## src/rtl/audio_i2s_tx.sv

```systemverilog
// Stereo I2S transmitter: one-entry sample buffer feeding a 32-bit MSB-first
// shifter, with SCLK/LRCLK derived from clk by a programmable divider.
module audio_i2s_tx #(
    parameter int SCLK_DIV = 4,
    parameter bit LJ       = 1'b0
) (
    input  logic               clk,
    input  logic               reset_n,
    input  logic               sample_valid,
    output logic               sample_ready,
    input  logic signed [15:0] left,
    input  logic signed [15:0] right,
    output logic               i2s_sclk,
    output logic               i2s_lrclk,
    output logic               i2s_data,
    output logic               frame_start,
    output logic               underrun
);

    localparam int DATA_W = 16;

    logic [7:0]              div_cnt;
    logic [4:0]              bit_cnt;
    logic [4:0]              bit_nxt;
    logic [2*DATA_W-1:0]     shift;
    logic [2*DATA_W-1:0]     shift_nxt;
    logic [2*DATA_W-1:0]     last_pair;
    logic signed [DATA_W-1:0] left_buf;
    logic signed [DATA_W-1:0] right_buf;
    logic                    full;
    logic                    full_nxt;
    logic                    tick;
    logic                    fall;
    logic                    load;
    logic                    accept;

    // Philips mode moves word select one bit ahead of the data it frames.
    function automatic logic lrclk_of(input logic [4:0] b);
        logic [4:0] ahead;
        ahead = b + 5'd1;
        return LJ ? b[4] : ahead[4];
    endfunction

    assign full   = ~sample_ready;
    assign tick   = (div_cnt == 8'(SCLK_DIV - 1));
    assign fall   = tick & i2s_sclk;
    assign load   = fall & (bit_cnt == 5'd31);
    assign accept = sample_valid & sample_ready;

    always_comb begin
        bit_nxt   = bit_cnt;
        shift_nxt = shift;
        full_nxt  = full;
        if (load) begin
            bit_nxt   = 5'd0;
            shift_nxt = full ? {left_buf, right_buf} : last_pair;
        end else if (fall) begin
            bit_nxt   = bit_cnt + 5'd1;
            shift_nxt = {shift[2*DATA_W-2:0], 1'b0};
        end
        // Load sees the pre-accept buffer state, so an accept always wins here.
        if (accept) begin
            full_nxt = 1'b1;
        end else if (load) begin
            full_nxt = 1'b0;
        end
    end

    always_ff @(posedge clk or negedge reset_n) begin
        if (!reset_n) begin
            div_cnt      <= '0;
            i2s_sclk     <= 1'b0;
            bit_cnt      <= 5'd31;
            shift        <= '0;
            last_pair    <= '0;
            left_buf     <= '0;
            right_buf    <= '0;
            sample_ready <= 1'b1;
            i2s_data     <= 1'b0;
            i2s_lrclk    <= LJ;
            frame_start  <= 1'b0;
            underrun     <= 1'b0;
        end else begin
            div_cnt      <= tick ? 8'd0 : div_cnt + 8'd1;
            sample_ready <= ~full_nxt;
            frame_start  <= load;
            underrun     <= load & ~full;
            if (tick) begin
                i2s_sclk <= ~i2s_sclk;
            end
            if (accept) begin
                left_buf  <= left;
                right_buf <= right;
            end
            if (load && full) begin
                last_pair <= {left_buf, right_buf};
            end
            if (fall) begin
                bit_cnt   <= bit_nxt;
                shift     <= shift_nxt;
                i2s_data  <= shift_nxt[2*DATA_W-1];
                i2s_lrclk <= lrclk_of(bit_nxt);
            end
        end
    end

endmodule

```

## config.mk

```make
export PLATFORM = sky130hd
export DESIGN_NAME = audio_i2s_tx
export DESIGN_NICKNAME = d
export VERILOG_FILES = /design/src/rtl/audio_i2s_tx.sv
export SDC_FILE = /design/constraint.sdc
export NUM_CORES = 1
export LEC_CHECK = 0
export CAP_MARGIN = 10
export CORE_UTILIZATION = 30
export DETAILED_ROUTE_END_ITERATION = 10
export HOLD_SLACK_MARGIN = 0.03
export PLACE_DENSITY = 0.57
export RECOVER_POWER = 25
export SLEW_MARGIN = 20
export SYNTH_ARGS = -nofsm -noshare
export SYNTH_HDL_FRONTEND = slang
export SYNTH_SLANG_ARGS = --single-unit
export TNS_END_PERCENT = 100
```

## constraint.sdc

```tcl
create_clock -name clk -period 2.4 [get_ports clk]
set_input_delay 0.24 -clock clk [delete_from_list [all_inputs] [get_ports clk]]
set_output_delay 0.24 -clock clk [all_outputs]
set_load 0.02 [all_outputs]
```

==> flow_metrics.tcl <==
set metrics [dict create \
    ant_nets 0 \
    area_growth_pct 23.5 \
    numPortBuffers 40 \
    synthSimpleGateAreaFrac 0.112 \
    root_buffer "clkbuf_16" \
    holdCritStartpoint "right[5]" \
    grt_overflow 0 \
    rows 47 \
    cp_common_cell "ha_2" \
    worst_r2r_path_depth 7 \
    fin_nets 529 \
    cts_max_level 4 \
    dr.pass1.iters 4 \
    syn_area_per_cell_sq_um 11.4 \
    required_ns 2.69 \
    synth_compound_area_frac 0.0915 \
    placed_cells 691 \
    cap_violations 0 \
    core_area_sq_um 16600 \
    n_antenna_cell 0 \
    cpLargestDelayFamily "simple AND/OR/NAND/NOR gates" \
    path_buf_inv 1 \
    antenna_found_initial 0 \
    grt_start_max_net_pins 73 \
    max-slew-margin-rel 0.271 \
    leakage_uw 0.00284 \
    grt_pass1_vias 3452 \
    mappedNetlistNets 487 \
    ios 41 \
    synth_fa_ha_area_frac 0.00732 \
    synth_cell_types 41 \
    status "completed" \
    final_max_slew_viol_count 0 \
    numCtsBuffers 17 \
    end_kind "flip-flop" \
    start_util 0.308 \
    post-route-period-util 0.949 \
    fin_setup_tns_ns 0 \
    synth_edf_count 0 \
    final_layout_size_suffix_gt1_frac 0.219 \
    fin_cells 722 \
    powerDensity_nw_per_um2 712 \
    ir_worst_vdd_v 0.000474 \
    critical_path_class "reg -> reg" \
    hp-class "in -> reg" \
    num_vias 3355 \
    wl_mm 9.94 \
    worst-path-stages 7 \
    synthMuxAreaShare 0.176 \
    cts_buffer_depth 2 \
    avgViaCountPerCell 4.65 \
    rsz0062_at_grt "false" \
    dp_hpwl_mm 6.18 \
    cp_slowest_cell "dfstp_2" \
    synth-async-reset-ratio 1.00 \
    worst_skew_pair.late_latency_ns 0.41 \
    worst_slew_pin_slew_ns 1.09 \
    min_to "right_buf[5]$_DFFE_PN0P_" \
    synth-xor-area-share 0.0154 \
    clk_pin_slew_ns 0.05 \
    gp_congestion 0.703 \
    dieArea_sq_um 17600 \
    syn_inst 449 \
    fin_skew_ns 0.00799 \
    cts_sinks 114 \
    routedWlPerCell_um 13.8 \
    cp_cell_sequence "ha_2 -> and3_1 -> ha_2 -> and3b_1 -> and4_4 -> buf_12 -> mux2_1" \
    ys.flop_type "dfrtp_1" \
    cts_tree "built" \
    worst-r2r-setup-slack_ns 0.12 \
    synth_top_family_by_area "multiplexers" \
    yosysWarnings 0 \
    first_iter_violations 170 \
    worstSetupStartpoint "bit_cnt[0]$_DFFE_PN1N_" \
    crit_fanout 25 \
    drc 0 \
    ys_ff_latch 114 \
    finalSetupViolCount 0 \
    cts_setup_buffers 0 \
    rr_endpoint "last_pair[2]$_DFFE_PN0P_" \
    syn_area_sq_um 5130 \
    reg2reg_from "bit_cnt[0]$_DFFE_PN1N_" \
    grtUsageTotal 0.125 \
    max_freq_mhz 439 \
    worstPathArrival_ns 2.56 \
    layout_min_cycle_time_ns 2.28 \
    most-common-layout-cells "108 x dfrtp_1, 67 x a21oi_1, 52 x nand2_1" \
    die_h_um 133 \
    hold_path_depth 2 \
    fp.dieW_um 133 \
    synth-seq-area-share 0.558 \
    critical_path.max_stage_delay_ns 0.57 \
    grt_pass1_wl_mm 17.1 \
    hold_viol 0 \
    start_kind "flip-flop" \
    layout_commonest_cell "dfrtp_1" \
]
## report_power, final
| part | switching [uW] | leakage, uW | internal, uW |
|---|---|---|---|
| Clock | 823 | 0.000284 | 1670 |
| Combinational | 43.3 | 0.000987 | 50.2 |
| Sequential | 0 | 0.00157 | 1930 |
| Total | 866 | 0.00284 | 3640 |
## state kept, by name, summed over array words and instances, names as in the netlist
| name | cells |
|---|---|
| bit_cnt | 5 |
| div_cnt | 8 |
| frame_start | 1 |
| i2s_data | 1 |
| i2s_lrclk | 1 |
| i2s_sclk | 1 |
| last_pair | 32 |
| left_buf | 16 |
| right_buf | 16 |
| sample_ready | 1 |
| shift | 31 |
| underrun | 1 |
## layer usage
metal / GRT usage / share of wire / up-vias
li1: - / - / 1636
met5: 0 / 0 / -
met4: 0.0677 / 0.018 / 0
met3: 0.0360 / 0.033 / 11
met1: 0.153 / 0.46 / 1665
met2: 0.199 / 0.48 / 43
## synth_stat cells (all sizes together) (5+ instances only)
library cell | n | share of area
xnor2 | 8 | 0.014
nand2 | 52 | 0.038
dfrtp | 108 | 0.53
clkbuf | 9 | 0.0066
mux2 | 64 | 0.16
and3 | 5 | 0.0061
mux2i | 8 | 0.016
a21oi | 67 | 0.065
nand3 | 6 | 0.0059
nor2 | 50 | 0.037
buf | 20 | 0.033
o21ai | 20 | 0.020
dfstp | 6 | 0.031
## repair_timing
action,4_1_cts,5_1_grt
gates resized for setup,0,1
hold endpoints to repair,36,0
setup endpoints to repair,0,1
hold buffers,1,0
## worst max path at each step
stage | to | slack (ns)
after floorplan | last_pair[10]$_DFFE_PN0P_ | 0.13
after global placement | last_pair[31]$_DFFE_PN0P_ | 0.18
after detailed placement | last_pair[2]$_DFFE_PN0P_ | 0.12
after CTS | last_pair[2]$_DFFE_PN0P_ | 0.12
after global routing | last_pair[31]$_DFFE_PN0P_ | 0.02
final | last_pair[2]$_DFFE_PN0P_ | 0.12
## metrics by stage
step / hold slack (ns) / setup WS, ns / util / total power [uW] / area [sq um]
after floorplan: -0.0556 / 0.129 / - / 1960 / 5130
after CTS: 0.411 / 0.118 / 0.381 / 4590 / 6350
after detailed placement: 0.286 / 0.124 / 0.346 / 2060 / 5760
after global placement: 0.287 / 0.179 / 0.346 / 2060 / 5760
after global routing: 0.422 / 0.0212 / 0.381 / 4690 / 6340
final: 0.442 / 0.123 / 0.381 / 4510 / 6340
## cell type report
type | instances | area (sq um)
tap | 220 | 275
inverter | 1 | 3.75
timing repair buffer | 52 | 551
sequential | 114 | 2860
fill | 1584 | 10300
clock buffer | 24 | 472
clock inverter | 6 | 105
multi-input combinational | 305 | 2070
## logic make-up (layout without fill, tap and decap cells)
family / Yosys count / count (layout)
adders and majority gates: 3 / 3
buffers and inverters: 30 / 83
and+or+nand+nor: 129 / 129
AOI/OAI and AO/OA: 92 / 92
xor gates and xnor gates: 9 / 9
muxes: 72 / 72
DFF: 114 / 114
Power figures use the tool's default switching activity.
